`src/rtl/cpu_types_pkg.sv`:
```
// Shared CPU-wide scalar types used by the pipeline control blocks.
package cpu_types_pkg;

    // Architectural register index (32 GPRs, r0 hardwired to zero).
    typedef logic [4:0] regbits_t;

endpackage

```
`src/rtl/pipeline_ctrl_pkg.sv`:
```
// Types and helpers for the pipeline hazard sequencer.
package pipeline_ctrl_pkg;

    import cpu_types_pkg::regbits_t;

    // Sequencer states; encoding is visible on the debug state port.
    typedef enum logic [1:0] {
        RUN      = 2'd0,
        MEM_WAIT = 2'd1,
        HALTED   = 2'd2
    } hazard_state_t;

    // Default number of MEM_WAIT cycles before the dcache watchdog trips.
    localparam int DEFAULT_TIMEOUT_CYCLES = 256;

    // True when the load in EX writes a register the decode instruction reads.
    // A load to r0 never creates a dependency.
    function automatic logic load_use_match(
        input regbits_t load_rt,
        input regbits_t dec_rs,
        input regbits_t dec_rt,
        input logic     dec_uses_rt
    );
        return (load_rt != '0) &&
               ((load_rt == dec_rs) || (dec_uses_rt && (load_rt == dec_rt)));
    endfunction

endpackage

```
`src/rtl/sat_counter.sv`:
```
// Saturating up-counter with synchronous clear; clear wins over increment.
module sat_counter #(
    parameter int W = 16
) (
    input  logic         clk,
    input  logic         inc,
    input  logic         clr,
    output logic [W-1:0] count
);

    // Count up on inc, hold at all-ones, clear to zero on clr.
    always_ff @(posedge clk) begin
        if (clr) begin
            count <= '0;
        end else if (inc && (count != {W{1'b1}})) begin
            count <= count + W'(1);
        end
    end

endmodule

```
`src/rtl/pipeline_hazard_ctrl.sv`:
```
// Central freeze/bubble sequencer for the five-stage pipeline.
// Priority: RST > halt > dcache wait > redirect > load-use > icache wait > advance.
// Control outputs are combinational; state, flags and counters are registered.
module pipeline_hazard_ctrl
    import cpu_types_pkg::*;
    import pipeline_ctrl_pkg::*;
#(
    parameter int TIMEOUT_CYCLES = DEFAULT_TIMEOUT_CYCLES,
    parameter int CNT_W          = 16
) (
    input  logic             CLK,
    input  logic             RST,
    input  logic             ihit,
    input  logic             dhit,
    input  regbits_t         Rs_IF_ID,
    input  regbits_t         Rt_IF_ID,
    input  logic             uses_rt_IF_ID,
    input  logic             dREN_ID_EX,
    input  regbits_t         Rt_ID_EX,
    input  logic             dREN_EX_MEM,
    input  logic             dWEN_EX_MEM,
    input  logic             redirect_EX,
    input  logic             halt_MEM_WB,
    output logic             pc_enable,
    output logic             enable_IF_ID,
    output logic             enable_ID_EX,
    output logic             enable_EX_MEM,
    output logic             enable_MEM_WB,
    output logic             flush_IF_ID,
    output logic             flush_ID_EX,
    output logic             flush_EX_MEM,
    output logic             halt_out,
    output logic             mem_timeout,
    output logic [1:0]       state,
    output logic [CNT_W-1:0] stall_cycles,
    output logic [CNT_W-1:0] redirect_count
);

    localparam int WD_W = $clog2(TIMEOUT_CYCLES) + 1;
    localparam logic [WD_W-1:0] WD_LIMIT = WD_W'(TIMEOUT_CYCLES);

    hazard_state_t   state_q;
    hazard_state_t   next_state;
    logic [WD_W-1:0] wd_q;
    logic [WD_W-1:0] wd_inc;
    logic            mem_miss;
    logic            load_use;
    logic            redirect_taken;
    logic            stall_inc;

    assign mem_miss = (dREN_EX_MEM | dWEN_EX_MEM) & ~dhit;
    assign load_use = dREN_ID_EX &
                      load_use_match(Rt_ID_EX, Rs_IF_ID, Rt_IF_ID, uses_rt_IF_ID);
    assign wd_inc   = wd_q + WD_W'(1);
    assign state    = state_q;

    // Resolve the highest-priority hazard into enables, flushes and next state.
    always_comb begin
        pc_enable      = 1'b0;
        enable_IF_ID   = 1'b0;
        enable_ID_EX   = 1'b0;
        enable_EX_MEM  = 1'b0;
        enable_MEM_WB  = 1'b0;
        flush_IF_ID    = 1'b0;
        flush_ID_EX    = 1'b0;
        flush_EX_MEM   = 1'b0;
        redirect_taken = 1'b0;
        next_state     = state_q;
        if (RST) begin
            flush_IF_ID  = 1'b1;
            flush_ID_EX  = 1'b1;
            flush_EX_MEM = 1'b1;
            next_state   = RUN;
        end else if ((state_q == HALTED) || halt_MEM_WB) begin
            // Halt freezes everything; no bubbles are injected.
            next_state = HALTED;
        end else if (mem_miss) begin
            // Full freeze until the dcache answers; ihit/redirect wait too.
            next_state = MEM_WAIT;
        end else begin
            // dhit (or no memory op) lets the normal RUN rules apply this cycle.
            next_state    = RUN;
            enable_EX_MEM = 1'b1;
            enable_MEM_WB = 1'b1;
            enable_ID_EX  = 1'b1;
            if (redirect_EX) begin
                // Fetch the target; squash the two wrong-path instructions.
                redirect_taken = 1'b1;
                pc_enable      = 1'b1;
                enable_IF_ID   = 1'b1;
                flush_IF_ID    = 1'b1;
                flush_ID_EX    = 1'b1;
            end else if (load_use) begin
                // Hold PC and decode, inject one bubble into EX.
                flush_ID_EX = 1'b1;
            end else if (!ihit) begin
                // No new instruction: bubble into decode, let older ones drain.
                enable_IF_ID = 1'b1;
                flush_IF_ID  = 1'b1;
            end else begin
                pc_enable    = 1'b1;
                enable_IF_ID = 1'b1;
            end
        end
    end

    assign stall_inc = ~RST & (state_q != HALTED) & ~pc_enable;

    // FSM state, sticky halt/timeout flags and the inline dcache watchdog.
    always_ff @(posedge CLK) begin
        if (RST) begin
            state_q     <= RUN;
            halt_out    <= 1'b0;
            mem_timeout <= 1'b0;
            wd_q        <= '0;
        end else begin
            state_q <= next_state;
            if (next_state == HALTED) begin
                halt_out <= 1'b1;
            end
            if (state_q == MEM_WAIT) begin
                if (wd_inc >= WD_LIMIT) begin
                    mem_timeout <= 1'b1;
                end
                if (next_state != MEM_WAIT) begin
                    wd_q <= '0;
                end else if (wd_q != WD_LIMIT) begin
                    wd_q <= wd_inc;
                end
            end
        end
    end

    sat_counter #(.W(CNT_W)) u_stall_cnt (
        .clk   (CLK),
        .inc   (stall_inc),
        .clr   (RST),
        .count (stall_cycles)
    );

    sat_counter #(.W(CNT_W)) u_redirect_cnt (
        .clk   (CLK),
        .inc   (redirect_taken),
        .clr   (RST),
        .count (redirect_count)
    );

endmodule

```
`config.mk`:
```
export PLATFORM = sky130hd
export DESIGN_NAME = pipeline_hazard_ctrl
export DESIGN_NICKNAME = d
export VERILOG_FILES = /design/src/rtl/cpu_types_pkg.sv /design/src/rtl/pipeline_ctrl_pkg.sv /design/src/rtl/sat_counter.sv /design/src/rtl/pipeline_hazard_ctrl.sv
export SDC_FILE = /design/constraint.sdc
export NUM_CORES = 1
export LEC_CHECK = 0
export CAP_MARGIN = 20
export CORE_ASPECT_RATIO = 2
export CORE_MARGIN = 5
export CORE_UTILIZATION = 51
export DETAILED_ROUTE_END_ITERATION = 6
export PLACE_DENSITY = 0.86
export SYNTH_ARGS = -nofsm -noshare
export SYNTH_HDL_FRONTEND = slang
export SYNTH_SLANG_ARGS = --single-unit
```
`constraint.sdc`:
```
create_clock -name CLK -period 5.5 [get_ports CLK]
set_clock_uncertainty 0.05 [all_clocks]
set_input_delay 1.1 -clock CLK [delete_from_list [all_inputs] [get_ports CLK]]
set_output_delay 1.1 -clock CLK [all_outputs]
set_load 0.02 [all_outputs]
```
=== Yosys cells after proc, flatten, opt, wreduce, memory -nomap -nowiden ===
Cells that the tools add are included.

* Flip-flop bits (word level): 45
* Input port bits: 25

* Equal/unequal tests: 10
* Reduce and logical (&&, ||, !) cells: 10
* Magnitude comparators: 1
* Muxes and demuxes: 35
* Bitwise logic cells: 8
* Add/subtract/negate cells: 3

{| class="wikitable"
|+ Operator list
! operator !! count
|-
| $add 16x1->16 const B || 2
|-
| $ne 16x16->1 const B || 2
|-
| $mux 1 || 31
|-
| $mux 9 || 2
|-
| $eq 5x5->1 || 2
|-
| $add 9x1->9 const B || 1
|-
| $ge 9x9->1 const B || 1
|-
| $ne 9x9->1 const B || 1
|-
| $reduce_bool 5->1 || 1
|-
| $and 1x1->1 || 4
|-
| $eq 2x2->1 const B || 2
|-
| $logic_and 1x1->1 || 4
|-
| $mux 2 || 2
|-
| $reduce_and 2->1 || 2
|-
| $not 1->1 || 3
|-
| $eq 2x1->1 const B || 1
|-
| $logic_or 1x1->1 || 2
|-
| $ne 2x1->1 const B || 1
|-
| $ne 2x2->1 const B || 1
|-
| $reduce_bool 2->1 || 1
|-
| $or 1x1->1 || 1
|}

=== Longest topological paths before layout ===
* Word-level depth: 13
* Gate-level depth with buffers: 9
* Depth with buffers taken out: 8

=== Modules after synthesis ===
A second synthesis with hierarchy kept.

* Cell total of the unflattened synthesis: 313
* Area, all modules: 2637.5 um^2

{| class="wikitable"
|+ By module, submodules not included
! module !! seq. area each (um^2) !! instances !! area an instance (um^2) !! cells each
|-
| sat_counter || 320.3 || 2 || 848.3 || 99
|-
| pipeline_hazard_ctrl || 260.2 || 1 || 940.9 || 115
|}

=== Least setup slack after synthesis ===
No wires, ideal clock.

* Kind: input to output
* Start point: input port Rt_ID_EX[1]
* End point: output port flush_IF_ID
* Stages on the path: 6
* Arrival: 2.517 ns
* Slack: 1.833 ns
* Buffers on the path: 0
* Path through: or4_1 > o21ai_0 > nor2_1 > nor2_1 > nor2_1 > o21ai_0

* Word-level cells in the longest chain between the ends: 10
* Elaborated cells between the ends (all ways): 12
* Those cells by class: eq/ne (2); mux (5); bitwise (1); reduce/logical (4)

{| class="wikitable"
|+ RTL lines
! element !! RTL line !! text
|-
| start, declared || pipeline_hazard_ctrl.sv:19 || <nowiki>input regbits_t Rt_ID_EX,</nowiki>
|-
| $eq 5x5->1 || pipeline_ctrl_pkg.sv:25 || <nowiki>((load_rt == dec_rs) || (dec_uses_rt && (load_rt == dec_rt)));</nowiki>
|-
| $logic_and 1x1->1 || pipeline_ctrl_pkg.sv:25 ||
|-
| $logic_or 1x1->1 || pipeline_ctrl_pkg.sv:25 ||
|-
| $logic_and 1x1->1 * || pipeline_ctrl_pkg.sv:24 || <nowiki>return (load_rt != '0) &&</nowiki>
|-
| $and 1x1->1 * || pipeline_hazard_ctrl.sv:52 || <nowiki>assign load_use = dREN_ID_EX &</nowiki>
|-
| $mux 1 * || pipeline_hazard_ctrl.sv:93 || <nowiki>end else if (load_use) begin</nowiki>
|-
| $mux 1 * || pipeline_hazard_ctrl.sv:86 || <nowiki>if (redirect_EX) begin</nowiki>
|-
| $mux 1 * || pipeline_hazard_ctrl.sv:77 || <nowiki>end else if (mem_miss) begin</nowiki>
|-
| $mux 1 * || pipeline_hazard_ctrl.sv:74 || <nowiki>end else if ((state_q == HALTED) || halt_MEM_WB) begin</nowiki>
|-
| $mux 1 * || pipeline_hazard_ctrl.sv:69 || <nowiki>if (RST) begin</nowiki>
|-
| end, declared || pipeline_hazard_ctrl.sv:29 || <nowiki>output logic flush_IF_ID,</nowiki>
|}

Mark *: on every way between the ends. The rest lies on a longest branch, timed or not.

=== Worst setup path after layout ===
Ends and elaborated chain as after synthesis.

==> results.sh <==
export IMPL_outcome="finished, final reports clean"
export IMPL_r2r_setup_slack_ns=2.98
export IMPL_cts_resized=0
export IMPL_setup_viol=0
export IMPL_final_nets=376
export IMPL_insertion_delay_ns=0.29
export IMPL_synth_edff_count=0
export IMPL_fp_dieArea_mm2=0.00605
export IMPL_via_per_inst=5.69
export IMPL_required_ns=4.35
export IMPL_cts_sink_count=45
export IMPL_yosys_warnings=0
export IMPL_cts_buffer_depth=2
export IMPL_synth_nets=310
export IMPL_antennaDiodeCount=0
export IMPL_drive_above_1_share=0.0489
export IMPL_grt_start_max_net_pins=42
export IMPL_reg2regPathDepth=7
export IMPL_row_count=34
export IMPL_dp_final_hpwl_um=4400
export IMPL_cts_buffers=5
export IMPL_ys_flop_type="dfxtp_1"
export IMPL_coreArea_mm2=0.00438
export IMPL_drt_total_wl_um=5810
export IMPL_die_y_um=105
export IMPL_first_pass_iters=5
export IMPL_track_usage=0.193
export IMPL_r2r_end="wd_q[5]"
export IMPL_cts_clk_slew_worst_paths_ns=0.08
export IMPL_cp_start_kind="input port"
export IMPL_place_area_mm2=0.00300
export IMPL_power_density_mw_per_mm2=215
export IMPL_p_leak_uw=0.00109
export IMPL_setup_worst_path_class="input port to primary output"
export IMPL_grt_pass1_vias=2263
export IMPL_boundaryPins=69
export IMPL_vdd_drop_max_mv=0.151
export IMPL_drc=0
export IMPL_fmax_mhz=218
export IMPL_synth_seq_cells=45
export IMPL_power_uw=671
export IMPL_antenna_found_initial=0
export IMPL_synth_avg_cell_area_um2=8.20
export IMPL_start_util=0.526
export IMPL_place_congestion=0.816
export IMPL_tritoncts="built"
export IMPL_finalWorstPathRequiredPeriod_ns=4.58
export IMPL_drtIter0Drc=38
export IMPL_synth_area_mm2=0.00230
export IMPL_ys_types=41
export IMPL_maxCapViolations=0
export IMPL_htree_levels=2
export IMPL_cp_arrival_ns=3.43
export IMPL_fin_area_mm2=0.00312
export IMPL_cp_max_fo=3
export IMPL_cts_root_buffer="clkbuf_8"
export IMPL_area_delta_synth_final_pct=35.6
export IMPL_die_x_um=57.5
export IMPL_hold_buffers=0
export IMPL_setup_tns_ns=0
export IMPL_end_kind="primary output"
export IMPL_wire_per_inst_um=14.5
export IMPL_postCtsSetupBuffers=0
export IMPL_vias=2286
export IMPL_hold_viol_final=0
export IMPL_yosysSeqAreaShare=0.391
export IMPL_placement_io_buffers=68
export IMPL_syn_inst=281
export IMPL_globalRouteOverflowTotal=0
export IMPL_timing_rr_start="wd_q[3]"
export IMPL_hold_end="mem_timeout"
export IMPL_finalCritPeriodShare=0.832
export IMPL_async_reset_ff_frac=0
export IMPL_hp_class="register to register"
export IMPL_rsz0062_at_grt="false"
export IMPL_ant_nets=0
export IMPL_min_from="mem_timeout"
export IMPL_holdPathStages=2
export IMPL_relSlewSlack=0.303
export IMPL_worstMarginPinSlew_ns=1.04
export IMPL_slew_violations=0
export IMPL_grt_pass1_wl_um=9610
## area by class of cell
cell class / instances / area, µm²
tap: 54 / 67.6
sequential: 45 / 901
inverter: 5 / 18.8
clock buffer: 6 / 82.6
multi-input combinational: 221 / 1330
timing repair buffer: 69 / 688
fill: 357 / 1260
clock inverter: 2 / 37.5
## how the worst max path moves through the flow
stage	slack [ns]	depth (start not counted)	from	to
floorplan	1.83	6	Rt_ID_EX[1]	flush_IF_ID
global placement	0.96	8	Rt_ID_EX[1]	flush_IF_ID
detailed placement	0.89	8	Rt_ID_EX[1]	flush_IF_ID
CTS	0.90	8	Rt_ID_EX[1]	flush_IF_ID
global route	0.77	8	Rt_ID_EX[1]	flush_IF_ID
finish	0.92	8	Rt_ID_EX[1]	flush_IF_ID
## layout by cell type (no fill, tap or decap), types with 2 or more instances in the layout
cell type        instances
nor4_2                   2
xnor2_1                 10
inv_1                    5
nor2b_1                  3
nor4_1                   2
nor3_1                   5
clkdlybuf4s50_1         68
xor2_1                  20
or2_2                    2
nand3_1                 14
dfxtp_1                 45
and3_1                   6
and4_1                   3
clkbuf_8                 6
ha_1                     4
nor2_1                  43
a21oi_1                 18
o21ai_0                 16
or3_1                   13
o41ai_1                  3
a41oi_1                  2
mux2i_1                  4
nand4_1                 10
nand2_1                 26
## synth_stat cells (2+ instances only)
master	number	share of area
dfxtp_1	45	0.39
nor2_1	43	0.070
nand2_1	26	0.042
xor2_1	20	0.076
a21oi_1	18	0.039
o21ai_0	16	0.035
nand3_1	14	0.030
or3_1	13	0.035
nand4_1	10	0.027
xnor2_1	10	0.038
and3_1	6	0.016
clkbuf_1	5	0.0081
inv_1	5	0.0081
nor3_1	5	0.011
ha_1	4	0.022
mux2i_1	4	0.017
and4_1	3	0.011
buf_4	3	0.0098
nor2b_1	3	0.0081
o41ai_1	3	0.011
a41oi_1	2	0.0076
nor4_1	2	0.0054
nor4_2	2	0.011
or2_2	2	0.0054
## where the power goes
group / internal, µW / total [µW] / leakage [µW] / switching [µW]
Clock: 148 / 261 / 0.0000574 / 113
Sequential: 329 / 332 / 0.000363 / 2.86
Combinational: 38.3 / 79.0 / 0.000672 / 40.7
Total: 515 / 671 / 0.00109 / 157
## cell families after synthesis
family / share of synthesized area
AND/OR/NAND/NOR: 0.292
AO/OA/AOI/OAI: 0.127
flip-flops: 0.391
XOR/XNOR: 0.114
buffers and inverters: 0.0326
multiplexers: 0.0223
adder cells (fa/ha/maj): 0.0217
## metrics by stage
step / worst slack [ns] / std cells / util / hold slack (ns)
floorplan: 1.83 / 281 / - / 0.423
global placement: 0.956 / 394 / 0.686 / 0.409
detailed placement: 0.885 / 394 / 0.686 / 0.416
CTS: 0.898 / 402 / 0.713 / 0.435
global route: 0.774 / 402 / 0.713 / 0.490
finish: 0.922 / 402 / 0.713 / 0.427
## sequential cells by signal, summed over array words and instances (netlist names)
signal	cells
u_stall_cnt.count	16
u_redirect_cnt.count	16
halt_out	1
wd_q	9
mem_timeout	1
state	2
## metal layers
layer | GRT usage | up-vias | share of wire
li1 | - | 1130 | -
met1 | 0.192 | 1072 | 0.36
met2 | 0.372 | 68 | 0.57
met3 | 0.0333 | 16 | 0.046
met4 | 0.0779 | 0 | 0.024
met5 | 0 | - | 0
## worst max-delay path: stages
cell and delay [ns]:
clkdlybuf4s50_1 0.47, or4_1 0.53, o21ai_0 0.30, nor2_1 0.11, nor2_1 0.10, nor2_1 0.04
o21ai_0 0.14, clkdlybuf4s50_1 0.64
Power figures use the tool's default switching activity.
